**src/rtl/seq_shift_ctrl_if.sv**
```systemverilog
// Request, shifter and result signals of the shift sequencer.
// The slave side is the sequencer; the master side is its environment.
interface seq_shift_ctrl_if #(
    parameter int DATA_W = 8,
    parameter int AMT_W  = 4
);
    logic              in_valid;
    logic              in_ready;
    logic [DATA_W-1:0] in_data;
    logic [AMT_W-1:0]  in_shamt;
    logic              in_dir;

    logic [DATA_W-1:0] sh_data;
    logic [2:0]        sh_shamt;
    logic              sh_dir;
    logic [DATA_W-1:0] sh_result;

    logic              out_valid;
    logic              out_ready;
    logic [DATA_W-1:0] out_data;
    logic              busy;

    modport slave (
        input  in_valid, in_data, in_shamt, in_dir, sh_result, out_ready,
        output in_ready, sh_data, sh_shamt, sh_dir, out_valid, out_data, busy
    );

    modport master (
        output in_valid, in_data, in_shamt, in_dir, sh_result, out_ready,
        input  in_ready, sh_data, sh_shamt, sh_dir, out_valid, out_data, busy
    );
endinterface

```
**src/rtl/seq_shift_ctrl.sv**
```systemverilog
// Sequencer in front of an 8-bit, 3-bit-shamt combinational barrel shifter.
// A request of up to 15 bits is broken into passes of at most MAX_STEP bits;
// each pass result is captured back into the accumulator, which is also the
// value presented to the shifter and on the result port.
module seq_shift_ctrl #(
    parameter int DATA_W   = 8,
    parameter int AMT_W    = 4,
    parameter int MAX_STEP = 7
) (
    input  logic            clk,
    input  logic            rst,
    seq_shift_ctrl_if.slave bus
);
    typedef enum logic [1:0] {
        IDLE  = 2'd0,
        SHIFT = 2'd1,
        DONE  = 2'd2
    } state_t;

    state_t            state;
    logic [DATA_W-1:0] acc;
    logic [AMT_W-1:0]  rem;
    logic              dir_r;
    logic              in_ready_r;
    logic              out_valid_r;
    logic              busy_r;

    logic [2:0]        step;
    logic [AMT_W-1:0]  rem_next;

    // Per-pass amount: full steps while more than MAX_STEP remains, then the tail.
    always_comb begin
        step = 3'd0;
        if (state == SHIFT) begin
            step = (rem > AMT_W'(MAX_STEP)) ? 3'(MAX_STEP) : rem[2:0];
        end
        rem_next = rem - AMT_W'(step);
    end

    assign bus.sh_data   = acc;
    assign bus.sh_shamt  = step;
    assign bus.sh_dir    = dir_r;
    assign bus.out_data  = acc;
    assign bus.in_ready  = in_ready_r;
    assign bus.out_valid = out_valid_r;
    assign bus.busy      = busy_r;

    // Control FSM with accumulator; handshake flags are registered next to the state.
    always_ff @(posedge clk) begin
        if (rst) begin
            state       <= IDLE;
            acc         <= '0;
            rem         <= '0;
            dir_r       <= 1'b0;
            in_ready_r  <= 1'b1;
            out_valid_r <= 1'b0;
            busy_r      <= 1'b0;
        end else begin
            case (state)
                IDLE: begin
                    if (bus.in_valid) begin
                        acc        <= bus.in_data;
                        rem        <= bus.in_shamt;
                        dir_r      <= bus.in_dir;
                        in_ready_r <= 1'b0;
                        busy_r     <= 1'b1;
                        if (bus.in_shamt == '0) begin
                            state       <= DONE;
                            out_valid_r <= 1'b1;
                        end else begin
                            state <= SHIFT;
                        end
                    end
                end
                SHIFT: begin
                    acc <= bus.sh_result;
                    rem <= rem_next;
                    if (rem_next == '0) begin
                        state       <= DONE;
                        out_valid_r <= 1'b1;
                    end
                end
                DONE: begin
                    // Requests arriving here are ignored; only IDLE accepts.
                    if (bus.out_ready) begin
                        state       <= IDLE;
                        out_valid_r <= 1'b0;
                        in_ready_r  <= 1'b1;
                        busy_r      <= 1'b0;
                    end
                end
                default: begin
                    state       <= IDLE;
                    in_ready_r  <= 1'b1;
                    out_valid_r <= 1'b0;
                    busy_r      <= 1'b0;
                end
            endcase
        end
    end
endmodule

```
**src/flat_wrapper.sv**
```systemverilog
// flat-port wrapper written by rule: the top's interface ports become plain ports
module seq_shift_ctrl_flat 
#(
    parameter int DATA_W   = 8,
    parameter int AMT_W    = 4,
    parameter int MAX_STEP = 7
)
  (clk, rst, bus_in_valid, bus_in_data, bus_in_shamt, bus_in_dir, bus_sh_result, bus_out_ready, bus_in_ready, bus_sh_data, bus_sh_shamt, bus_sh_dir, bus_out_valid, bus_out_data, bus_busy);
  seq_shift_ctrl_if #(.DATA_W(DATA_W), .AMT_W(AMT_W)) bus_i ();
  input  logic clk;
  input  logic rst;
  input wire logic [$bits(bus_i.in_valid)-1:0] bus_in_valid;
  input wire logic [$bits(bus_i.in_data)-1:0] bus_in_data;
  input wire logic [$bits(bus_i.in_shamt)-1:0] bus_in_shamt;
  input wire logic [$bits(bus_i.in_dir)-1:0] bus_in_dir;
  input wire logic [$bits(bus_i.sh_result)-1:0] bus_sh_result;
  input wire logic [$bits(bus_i.out_ready)-1:0] bus_out_ready;
  output wire logic [$bits(bus_i.in_ready)-1:0] bus_in_ready;
  output wire logic [$bits(bus_i.sh_data)-1:0] bus_sh_data;
  output wire logic [$bits(bus_i.sh_shamt)-1:0] bus_sh_shamt;
  output wire logic [$bits(bus_i.sh_dir)-1:0] bus_sh_dir;
  output wire logic [$bits(bus_i.out_valid)-1:0] bus_out_valid;
  output wire logic [$bits(bus_i.out_data)-1:0] bus_out_data;
  output wire logic [$bits(bus_i.busy)-1:0] bus_busy;
  assign bus_i.in_valid = bus_in_valid;
  assign bus_i.in_data = bus_in_data;
  assign bus_i.in_shamt = bus_in_shamt;
  assign bus_i.in_dir = bus_in_dir;
  assign bus_i.sh_result = bus_sh_result;
  assign bus_i.out_ready = bus_out_ready;
  assign bus_in_ready = bus_i.in_ready;
  assign bus_sh_data = bus_i.sh_data;
  assign bus_sh_shamt = bus_i.sh_shamt;
  assign bus_sh_dir = bus_i.sh_dir;
  assign bus_out_valid = bus_i.out_valid;
  assign bus_out_data = bus_i.out_data;
  assign bus_busy = bus_i.busy;
  seq_shift_ctrl #(.DATA_W(DATA_W), .AMT_W(AMT_W), .MAX_STEP(MAX_STEP)) u_core (.clk(clk), .rst(rst), .bus(bus_i));
endmodule
```
**config.mk**
```make
export PLATFORM = sky130hd
export DESIGN_NAME = seq_shift_ctrl_flat
export DESIGN_NICKNAME = d
export VERILOG_FILES = /design/src/rtl/seq_shift_ctrl_if.sv /design/src/rtl/seq_shift_ctrl.sv /design/src/flat_wrapper.sv
export SDC_FILE = /design/constraint.sdc
export NUM_CORES = 1
export LEC_CHECK = 0
export ABC_CLOCK_PERIOD_IN_PS = 2900
export BUFFER_PORTS_ARGS = -buffer_cell sky130_fd_sc_hd__buf_2
export CAP_MARGIN = 20
export CORE_ASPECT_RATIO = 1.5
export CORE_UTILIZATION = 46
export DETAILED_ROUTE_END_ITERATION = 8
export PLACE_DENSITY = 0.79
export REMOVE_ABC_BUFFERS = 1
export SLEW_MARGIN = 20
export SYNTH_ARGS = -nofsm -noshare
export SYNTH_HDL_FRONTEND = slang
export SYNTH_SLANG_ARGS = --single-unit
```
**constraint.sdc**
```tcl
create_clock -name clk -period 2.9 [get_ports clk]
set_clock_uncertainty 0.2 [all_clocks]
set_input_delay 0.29 -clock clk [delete_from_list [all_inputs] [get_ports clk]]
set_output_delay 0.29 -clock clk [all_outputs]
set_load 0.03 [all_outputs]
```
==> results by group, run 1 <==
Run status
  – Status: finished clean

Yosys
  – Synth warn: 0
  – Post-Syn Area: 0.001045 mm²
  – Ys flop type: dfxtp_1
  – Syn_area_per_cell: 7.571 µm²
  – Asr flop ratio synth: 0%
  – Flops & latches, synth: 18
  – Yosys cell types: 35
  – Syn Inst Count: 138
  – Post-synth top area share: 34.49%
  – Synth area leader: dfxtp_1
  – Post-synth EDFFs: 0
  – Sequential share of the synthesized area: 34.49%
  – Largest cells by area after synthesis: dfxtp_1 (34%), nor2_1 (8.3%), nand2_1 (7.9%)

STA
  – Post-route setup TNS: 0 ns
  – Fin crit share: 84.95%
  – Final Setup Violations: 0
  – RSZ-0062 raised after global routing: false
  – Min Tclk post-route: 2.464 ns
  – Fmax: 405.9 MHz
  – Worst Max-Slew Pin Slew: 0.5280 ns
  – Slew Limit Fails: 0
  – Slew HR: 64.80%
  – Final Hold Viols: 0

Finish
  – Synthesis-to-finish area growth: 20.84%
  – Most frequent cells in the layout: buf_2 (47), nor2_1 (23), nand2_1 (22)
  – Fill count: 198
  – Layout cells sized above 1: 32.18%
  – Commonest non-fill, non-tap cell in the layout: buf_2
  – Non-Filler Instances: 196
  – Antenna diode count: 0
  – Final net count: 202
  – Post-Route Utilization: 60.78%

Pwr
  – Pwr per Cell Area: 839.1 mW/mm²
  – Worst VDD drop: 0.0004582 V
  – Leak: 0.5941 nW

Clock tree
  – Hold buffers post-CTS: 0
  – Clock Sinks: 18
  – CTS buffer count: 3
  – CTS tree: yes
  – Htree depth: 1
  – Clock Latency Late Sink: 0.31 ns
  – Post-CTS Resized: 0
  – Clk slew on worst S/H paths: 0.10 ns
  – Clock Tree Root: clkbuf_4
  – Clk buf depth: 2
  – Setup bufs post-CTS: 0

Floorplanning
  – Die Wd: 40.91 µm
  – Num rows: 20
  – Top Ports: 48
  – Die H: 60.37 µm
  – Die Area: 0.002470 mm²
  – Starting Density: 50.30%
  – Core Area: 0.002077 mm²

Drt
  – Wirelength per Cell: 12.88 µm
  – DR iter-0 viols: 24
  – ANT nets after route: 0
  – Remaining DRCs: 0
  – DR vias/cell: 5.617
  – Drt pass-1 iters: 5
  – DR vias: 1101
  – WL final: 2525 µm

Global routing
  – Gr ovfl total: 0
  – Gr usage total: 22.62%
  – Vias in the first global route: 946
  – Largest net degree at the start of global routing: 20
  – First-pass GRT wire length: 3877 µm
  – Antenna violations before repair: 0

Placed design
  – DP Cell Count: 192
  – PortBufs: 47
  – Gpl congestion: 0.9859
  – DP HPWL: 1881 µm

Worst hold path
  – Worst hold endpoint: u_core.bus.sh_dir
  – Hold Path Stages: 3
  – Hold path startpoint: bus_in_dir
  – Hold Crit Class: primary input to flop

Worst setup path
  – R2R Path Start: u_core.state[0]
  – Critical Path AT: 2.45 ns
  – CP Class: flop to flop
  – Setup slack, reg-to-reg: 0.44 ns
  – Sequence of cells on the critical path: nand2b_1 > buf_4 > nor3b_1 > a21oi_1 > ha_1 > or2_2 > a31oi_1 > a41oi_1
  – R2R cell count: 8
  – Max FO, Critical Path: 13
  – Worst Path Required: 2.89 ns
  – Crit path largest cell delay: 0.58 ns
  – FF-to-FF End: u_core.state[0]
  – Crit path buffers/inverters: 1
  – CP Launch Type: flop
  – CP top delay family: simple AND/OR/NAND/NOR gates
  – Slowest CP cell: dfxtp_1
  – Crit path capture type: flop

Job
  – Max-cap violations: 0
worst reg2reg max path: stages, from the launching register on:
cell and delay, ns:
dfxtp_1 0.58, nand2b_1 0.24, buf_4 0.23, nor3b_1 0.18, a21oi_1 0.06, ha_1 0.26, or2_2 0.28, a31oi_1 0.18
a41oi_1 0.12
kinds of logic (layout without fill, tap and decap cells):
logic type	Yosys count	in the layout	share of synthesized area (%)
adder cells (fa/ha/maj)	2	2	2.395
AND/OR/NAND/NOR	57	57	24.43
XOR/XNOR	1	1	0.8385
flip-flops	18	18	34.49
AO/OA/AOI/OAI	36	36	24.55
multiplexers	2	2	1.916
buffers and inverters	22	58	11.38
how the worst max path moves through the flow:
stage                                from               to  slack (ns)  cells past startpoint
after floorplan           u_core.state[0]  u_core.state[0]        0.19                      8
after detailed placement  u_core.state[0]  u_core.state[0]        0.52                      8
final                     u_core.state[0]  u_core.state[0]        0.44                      8
after CTS                 u_core.state[0]  u_core.state[0]        0.48                      8
after global placement    u_core.state[0]  u_core.state[0]        0.59                      8
after global routing      u_core.state[0]  u_core.state[0]        0.34                      8
layer usage:
metal | GRT usage, % | vias up | share of wire [%] | routed length, µm
met5 | 0 | - | 0 | 0
met4 | 11.90 | 0 | 1.6 | 40
met3 | 3.297 | 4 | 6.7 | 168
met2 | 40.18 | 59 | 49 | 1246
met1 | 23.91 | 484 | 42 | 1069
li1 | - | 554 | - | -
through the flow:
| step | instance area, µm² | power (W) | setup slack [ns] | hold WS [ns] |
|---|---|---|---|---|
| 2_1_floorplan | 940.9 | 0.0007388 | 0.1928 | 0.1591 |
| 3_3_place_gp | 1226 | 0.0008874 | 0.5877 | 0.2381 |
| 3_5_place_dp | 1226 | 0.0009008 | 0.5196 | 0.2583 |
| 4_1_cts | 1262 | 0.001058 | 0.4804 | 0.03376 |
| 5_1_grt | 1262 | 0.001136 | 0.3354 | 0.01657 |
| 6_report | 1262 | 0.001059 | 0.4365 | 0.02634 |
layout make-up:
| class | instances | area [µm²] | area share [%] |
|---|---|---|---|
| inverter | 4 | 15.01 | 1.189 |
| timing repair buffer | 50 | 257.7 | 20.42 |
| sequential | 18 | 360.3 | 28.54 |
| multi-input combinational | 98 | 565.5 | 44.80 |
| clock buffer | 4 | 36.28 | 2.874 |
| tap | 22 | 27.53 | 2.180 |
state kept, by name (all words and copies together) (netlist names):
signal	flops
u_core.bus.in_ready	1
u_core.bus.out_valid	1
u_core.bus.busy	1
u_core.state	2
u_core.rem	4
u_core.bus.out_data	8
u_core.bus.sh_dir	1
cells in the mapped netlist (all sizes together) (3+ instances only):
| cell | count |
|---|---|
| inv | 4 |
| o21ai | 4 |
| a311oi | 9 |
| clkbuf | 4 |
| dfxtp | 18 |
| nor2 | 23 |
| buf | 14 |
| nand2 | 22 |
| nand2b | 3 |
| a21oi | 7 |
report_power, final:
group          switching, W  total, W  internal [W]
logic              0.000348  0.000539      0.000191
clock network     0.0000828  0.000160     0.0000768
registers         0.0000570  0.000361      0.000304
total              0.000487   0.00106      0.000572
Power figures use the tool's default switching activity.
==> inputs of run 2 (changes only) <==
--- a/config.mk
+++ b/config.mk
@@ -5,13 +5,14 @@
 export SDC_FILE = /design/constraint.sdc
 export NUM_CORES = 1
 export LEC_CHECK = 0
-export ABC_CLOCK_PERIOD_IN_PS = 2900
+export ABC_AREA = 1
+export ABC_CLOCK_PERIOD_IN_PS = 2300
 export BUFFER_PORTS_ARGS = -buffer_cell sky130_fd_sc_hd__buf_2
 export CAP_MARGIN = 20
 export CORE_ASPECT_RATIO = 1.5
-export CORE_UTILIZATION = 46
+export CORE_UTILIZATION = 45
 export DETAILED_ROUTE_END_ITERATION = 8
-export PLACE_DENSITY = 0.79
+export PLACE_DENSITY = 0.78
 export REMOVE_ABC_BUFFERS = 1
 export SLEW_MARGIN = 20
 export SYNTH_ARGS = -nofsm -noshare
==> constraint.sdc (replaced) <==
create_clock -name clk -period 2.3 [get_ports clk]
set_clock_uncertainty 0.2 [all_clocks]
set_input_delay 0.23 -clock clk [delete_from_list [all_inputs] [get_ports clk]]
set_output_delay 0.23 -clock clk [all_outputs]
set_load 0.03 [all_outputs]
==> run 2 against run 1 <==
Net effect: area after synthesis is 4.3% lower; combinational power grew to 2.8 times the previous value; sequential power is 61% higher; hold slack worse by 0.018 ns; synthesized cell count is 4.3% higher; non-clock buffer count is 17 higher.
==> results by group, run 2 <==
Yosys
  – Yosys cell types: 23 (was 35)
  – Syn_area_per_cell: 6.942 µm² (was 7.571 µm²)
  – Area share of fa/ha/maj cells after synthesis: 2.503% (was 2.395%)
  – Largest family of logic cells by synthesized area: simple AND/OR/NAND/NOR gates (was compound AO/OA/AOI/OAI gates)
  – Count leader, synth: nand2_1 (was nor2_1)
  – Ys flop type: dfxtp_1 (unchanged)
  – Compound-Gate Fraction of Synth Area: 21.15% (was 24.55%)
  – Post-synth EDFFs: 0 (unchanged)
  – Post-Synth XOR/XNOR Area: 0.8761% (was 0.8383%)
  – Synth area leader: dfxtp_1 (unchanged)
  – Post-Syn Area: 999.7 µm² (was 0.001045 mm²)
  – Flops & latches, synth: 18 (unchanged)
  – Sequential share of the synthesized area: 36.05% (was 34.49%)
  – Largest cells by area after synthesis: dfxtp_1 (36%), nand2_1 (14%), o21ai_0 (6.0%) (was dfxtp_1 (34%), nor2_1 (8.3%), nand2_1 (7.9%))
  – Post-synthesis mux area share: 0% (was 1.916%)
  – Syn Inst Count: 144 (was 138)
  – Post-synth top area share: 36.05% (was 34.49%)
  – Synth Area in Simple Gates: 24.78% (was 24.43%)
  – Asr flop ratio synth: 0% (unchanged)
  – Synth top cells by count: nand2_1 (36), dfxtp_1 (18), o21ai_0 (12), a21oi_1 (11), inv_1 (11) (was nor2_1 (23), nand2_1 (22), dfxtp_1 (18), a311oi_1 (9), buf_4 (8))
  – Synth warn: 0 (unchanged)

Worst hold path
  – Hold Crit Class: primary input to flop (unchanged)

Placed design
  – Gpl congestion: 0.7929 (was 0.9859)
  – Area after DPL: 0.001184 mm² (was 0.001226 mm²)
  – PortBufs: 47 (unchanged)
  – DP HPWL: 1863 µm (was 1881 µm)

Drt
  – DR iter-0 viols: 43 (was 24)
  – Drt pass-1 iters: 4 (was 5)
  – WL final: 2707 µm (was 2525 µm)
  – Wirelength per Cell: 12.14 µm (was 12.88 µm)
  – DR vias/cell: 5.274 (was 5.617)
  – Remaining DRCs: 0 (unchanged)
  – ANT nets after route: 0 (unchanged)
  – DR vias: 1176 (was 1101)

Clock tree
  – Htree depth: 1 (unchanged)
  – Clock Tree Root: clkbuf_4 (unchanged)
  – Clock Sinks: 18 (unchanged)
  – CTS buffer count: 3 (unchanged)
  – Clock Latency Late Sink: 0.31 ns (about the same)
  – CTS tree: yes (unchanged)
  – Clk slew on worst S/H paths: 0.11 ns (was 0.10 ns)
  – Clk buf depth: 2 (unchanged)

Finish
  – Most frequent cells in the layout: buf_2 (47), nand2_1 (36), dlygate4sd3_1 (18) (was buf_2 (47), nor2_1 (23), nand2_1 (22))
  – Final net count: 229 (was 202)
  – Layout cells sized above 1: 31.84% (was 32.18%)
  – Antenna diode count: 0 (unchanged)
  – Max reg flops: 8 (unchanged)
  – Synthesis-to-finish area growth: 40.55% (was 20.84%)
  – Post-Route Utilization: 68.48% (was 60.78%)
  – Fin area: 0.001405 mm² (was 0.001262 mm²)
  – Fill count: 181 (was 198)
  – Commonest non-fill, non-tap cell in the layout: buf_2 (unchanged)

STA
  – Final Hold Viols: 0 (unchanged)
  – Min Tclk post-route: 2.129 ns (was 2.464 ns)
  – Slew HR: 61.22% (was 64.80%)
  – Fin crit share: 92.55% (was 84.95%)
  – Fmax: 469.8 MHz (was 405.9 MHz)
  – Slew Limit Fails: 0 (unchanged)
  – Worst Max-Slew Pin Slew: 0.5803 ns (was 0.5280 ns)
  – RSZ-0062 raised after global routing: false (unchanged)
  – Final Setup Violations: 0 (unchanged)

Worst setup path
  – CP Launch Type: flop (unchanged)
  – Max FO, Critical Path: 9 (was 13)
  – CP Class: flop to flop (unchanged)
  – Worst Path Required: 2.34 ns (was 2.89 ns)
  – Critical Path AT: 2.17 ns (was 2.45 ns)
  – Crit path capture type: flop (unchanged)

Pwr
  – NetSw: 0.001248 W (was 0.0004874 W)
  – Sequential fraction of design power: 25.6% (was 34.1%)
  – Worst VDD drop: 0.0007417 V (was 0.0004582 V)
  – Internal Power: 0.001023 W (was 0.0005719 W)
  – Leak: 0.7134 nW (was 0.5941 nW)
  – Gate power share: 65.4% (was 50.8%)
  – Clk pwr share: 8.9% (was 15.1%)
  – Pwr per Cell Area: 1616 mW/mm² (was 839.1 mW/mm²)
  – Net Sw Frac: 54.95% (was 46.01%)

Global routing
  – Gr ovfl total: 0 (unchanged)
  – Antenna violations before repair: 0 (unchanged)
  – Gr usage total: 24.35% (was 22.62%)
  – First-pass GRT wire length: 4153 µm (was 3877 µm)
  – Largest net degree at the start of global routing: 23 (was 20)
  – Vias in the first global route: 1097 (was 946)

Floorplanning
  – Num rows: 20 (unchanged)
  – Die H: 59.73 µm (was 60.37 µm)
  – Die Wd: 40.49 µm (was 40.91 µm)
  – Core Area: 0.002052 mm² (was 0.002077 mm²)
  – Top Ports: 48 (unchanged)
  – Die Area: 0.002418 mm² (was 0.002470 mm²)
  – Starting Density: 48.72% (was 50.30%)

Job
  – Max-cap violations: 0 (unchanged)

Run status
  – Status: finished clean (unchanged)
run 2: cell types whose count changed in the layout (fill, tap and decap cells not counted), sizes merged, moves of 3 or more:
cell,before,now
inv,4,14
a21oi,7,11
o21ai,4,15
a31oi,2,9
nand3,0,9
nand2,22,38
a311oi,9,0
dlygate4sd3,0,18
nor2,23,8
nand2b,3,0
run 2: power by group through the flow:
stage | clock [W] | sequential (W) | combinational, W
6_report | 0.000203 | 0.000582 | 0.00149
5_1_grt | 0.000216 | 0.000607 | 0.00162
4_1_cts | 0.000202 | 0.000579 | 0.00147
3_5_place_dp | 0 | 0.000583 | 0.00144
3_3_place_gp | 0 | 0.000573 | 0.00141
2_1_floorplan | 0 | 0.000899 | 0.000720
run 2: routing by layer:
layer,part of all wire [%],global-route usage [%]
met4,2.0,8.571
met1,39,24.30
met2,54,46.71
met5,0,0
met3,4.8,3.346
run 2: worst max-delay path, cell delays in order (launching register included):
cell and delay, ns:
dfxtp_1 0.37, inv_2 0.09, nand2_2 0.11, a21oi_2 0.14, ha_1 0.19, inv_1 0.07
ha_1 0.29, inv_1 0.06, nand4_1 0.12, o21ai_2 0.19, nand3_2 0.10, a21oi_1 0.13
run 2: final timing paths:
kind                            slack, ns           startpoint             endpoint  cells after the start
worst max-delay path                 0.17      u_core.state[1]      u_core.state[1]                     11
worst min-delay path                0.008      bus_in_shamt[1]        u_core.rem[1]                      3
worst max register to register       0.17      u_core.state[1]      u_core.state[1]                     11
worst min register to register       0.27  u_core.bus.in_ready  u_core.bus.in_ready                      2
run 2: cell type report:
class	count	area (µm²)	share of cell area, %
clock buffer	4	36.28	2.582
inverter	14	52.55	3.740
multi-input combinational	98	496.7	35.35
sequential	18	361.6	25.73
tap	22	27.53	1.959
timing repair buffer	67	430.4	30.63
run 2: kinds of logic after synthesis:
logic type,after synthesis
buffers and inverters,28
AOI/OAI and AO/OA,38
xor gates and xnor gates,1
adders and majority gates,2
DFF,18
and+or+nand+nor,57
run 2: per-stage QoR:
stage	total power (W)	std cells	hold slack (ns)	TNS, ns	setup WS (ns)
finish	0.002271	223	0.008224	0	0.1712
floorplan	0.001619	130	0.09907	-0.9784	-0.2721
detailed placement	0.002026	201	0.2575	0	0.1362
CTS	0.002254	223	0.01093	0	0.1054
global route	0.002447	223	0.01865	0	0.02034
global placement	0.001985	201	0.2403	0	0.2585
run 2: repair_timing:
item | CTS | global route
gates resized for setup | 0 | 2
hold endpoints to repair | 13 | 0
buffers inserted | 0 | 0
hold buffers | 18 | 0
setup endpoints to repair | 0 | 3
==> inputs of run 3 (changes only) <==
--- a/config.mk
+++ b/config.mk
@@ -13,6 +13,7 @@
 export CORE_UTILIZATION = 45
 export DETAILED_ROUTE_END_ITERATION = 8
 export PLACE_DENSITY = 0.78
+export RECOVER_POWER = 100
 export REMOVE_ABC_BUFFERS = 1
 export SLEW_MARGIN = 20
 export SYNTH_ARGS = -nofsm -noshare
==> run 3 against run 2 <==
Net effect: hold slack lost 0.0034 ns; global-route usage unchanged; critical path depth stayed put; routed wire length fell by 0.22%; sequential cell count stayed put; sequential power is 1% higher; final cell count unchanged; core utilization down 1.4 points; combinational power fell by 4%.
==> results by group, run 3 (same netlist as run 2, synthesis figures left out) <==
Finish
  – Layout cells sized above 1: 20.40% (was 31.84%)
  – Final net count: 229 (unchanged)
  – Most frequent cells in the layout: nand2_1 (36), buf_2 (24), clkbuf_1 (23) (was buf_2 (47), nand2_1 (36), dlygate4sd3_1 (18))
  – Synthesis-to-finish area growth: 37.67% (was 40.55%)
  – Fin area: 0.001376 mm² (was 0.001405 mm²)
  – Max reg flops: 8 (unchanged)
  – Post-Route Utilization: 67.07% (was 68.48%)
  – Commonest non-fill, non-tap cell in the layout: nand2_1 (was buf_2)
  – Antenna diode count: 0 (unchanged)

Job
  – Max-cap violations: 0 (unchanged)

Clock tree
  – Clock Sinks: 18 (unchanged)
  – Clk buf depth: 2 (unchanged)
  – Clock Latency Late Sink: 0.31 ns (about the same)
  – CTS buffer count: 3 (unchanged)
  – Setup bufs post-CTS: 0 (unchanged)
  – Clk slew on worst S/H paths: 0.11 ns (about the same)
  – Clock Tree Root: clkbuf_4 (unchanged)
  – Htree depth: 1 (unchanged)
  – CTS tree: yes (unchanged)

Floorplanning
  – Die Wd: 40.49 µm (unchanged)
  – Num rows: 20 (unchanged)
  – Core Area: 0.002052 mm² (unchanged)
  – Starting Density: 48.72% (unchanged)
  – Top Ports: 48 (unchanged)
  – Die H: 59.73 µm (unchanged)
  – Die Area: 0.002418 mm² (unchanged)

Placed design
  – Pre-CTS WS: 0.1362 ns (unchanged)
  – PortBufs: 47 (unchanged)
  – DP HPWL: 1863 µm (unchanged)
  – Area after DPL: 0.001184 mm² (unchanged)
  – Gpl congestion: 0.7929 (unchanged)

Pwr
  – Pwr per Cell Area: 1617 mW/mm² (was 1616 mW/mm²)
  – Internal Power: 0.0009713 W (was 0.001023 W)
  – NetSw: 0.001255 W (was 0.001248 W)
  – Clk pwr share: 9.2% (was 8.9%)
  – Sequential fraction of design power: 26.4% (was 25.6%)
  – Worst VDD drop: 0.0007274 V (was 0.0007417 V)
  – Leak: 0.6282 nW (was 0.7134 nW)
  – Gate power share: 64.4% (was 65.4%)
  – Net Sw Frac: 56.37% (was 54.95%)

Drt
  – DR iter-0 viols: 40 (was 43)
  – DR vias: 1175 (was 1176)
  – Wirelength per Cell: 12.11 µm (was 12.14 µm)
  – Drt pass-1 iters: 5 (was 4)
  – DR vias/cell: 5.269 (was 5.274)
  – WL final: 2701 µm (was 2707 µm)
  – ANT nets after route: 0 (unchanged)
  – Remaining DRCs: 0 (unchanged)

Worst hold path
  – Hold Crit Class: primary input to flop (unchanged)

STA
  – Worst Max-Slew Pin Slew: 0.5760 ns (was 0.5803 ns)
  – Fin crit share: 93.16% (was 92.55%)
  – Final Hold Viols: 0 (unchanged)
  – Final Setup Violations: 0 (unchanged)
  – Min Tclk post-route: 2.143 ns (was 2.129 ns)
  – Slew Limit Fails: 0 (unchanged)
  – RSZ-0062 raised after global routing: false (unchanged)
  – Slew HR: 61.51% (was 61.22%)
  – Fmax: 466.7 MHz (was 469.8 MHz)
  – Worst setup margin: 0.1574 ns (was 0.1712 ns)

Global routing
  – First-pass GRT wire length: 4153 µm (unchanged)
  – Gr usage total: 24.35% (unchanged)
  – Vias in the first global route: 1097 (unchanged)
  – Largest net degree at the start of global routing: 23 (unchanged)
  – Antenna violations before repair: 0 (unchanged)
  – Gr ovfl total: 0 (unchanged)

Worst setup path
  – Max FO, Critical Path: 9 (unchanged)
  – CP Launch Type: flop (unchanged)
  – CP Class: flop to flop (unchanged)
  – Worst Path Required: 2.34 ns (about the same)
  – Critical Path AT: 2.18 ns (was 2.17 ns)
  – Crit path capture type: flop (unchanged)

Run status
  – Status: finished clean (unchanged)
## run 3: path summary, 6_finish.rpt
path                                           from  depth (start not counted)                    to  slack (ns)
worst max-delay path                u_core.state[1]                         11  u_core.bus.out_valid        0.16
worst min-delay path                bus_in_shamt[1]                          3         u_core.rem[1]       0.005
worst max register to register      u_core.state[1]                         11  u_core.bus.out_valid        0.16
worst min register to register  u_core.bus.in_ready                          2   u_core.bus.in_ready        0.28
## run 3: per-stage QoR
stage | power (W) | TNS, ns | std cells | hold slack [ns]
after floorplan | 0.001619 | -0.9784 | 130 | 0.09907
after global placement | 0.001985 | 0 | 201 | 0.2403
after detailed placement | 0.002026 | 0 | 201 | 0.2575
after CTS | 0.002254 | 0 | 223 | 0.01093
after global routing | 0.002400 | 0 | 223 | 0.01865
final | 0.002226 | 0 | 223 | 0.004863
## run 3: power groups by stage
stage | clock network, W | registers [W] | logic (W)
after global routing | 0.000216 | 0.000612 | 0.00157
final | 0.000204 | 0.000588 | 0.00143
after global placement | 0 | 0.000573 | 0.00141
after floorplan | 0 | 0.000899 | 0.000720
after detailed placement | 0 | 0.000583 | 0.00144
after CTS | 0.000202 | 0.000579 | 0.00147
## run 3: critical path, stage by stage (launching register included)
cell and delay, ns:
dfxtp_1 0.37, inv_2 0.09, nand2_2 0.11, a21oi_2 0.15, ha_1 0.19, inv_1 0.07, ha_1 0.29, inv_1 0.06
nand4_1 0.12, o21ai_2 0.20, nand3_2 0.10, a21oi_1 0.13
## run 3: timing repair
action / 4_1_cts / 5_1_grt
hold endpoints to repair: 13 / 0
setup endpoints to repair: 0 / 3
hold buffers: 18 / 0
resized for setup: 0 / 2
## run 3: area by class of cell
| type | instances | area (µm²) |
|---|---|---|
| Clock buffer | 4 | 36.28 |
| Fill cell | 194 | 675.6 |
| Inverter | 14 | 52.55 |
| Multi-Input combinational cell | 98 | 496.7 |
| Sequential cell | 18 | 361.6 |
| Tap cell | 22 | 27.53 |
| Timing Repair Buffer | 67 | 401.6 |
## run 3: layer usage
layer / vias up / routed length (µm) / GRT usage (%)
met5: - / 0 / 0
met2: 49 / 1469 / 46.71
met4: 0 / 53 / 8.571
met1: 534 / 1049 / 24.30
met3: 7 / 128 / 3.346
li1: 585 / - / -
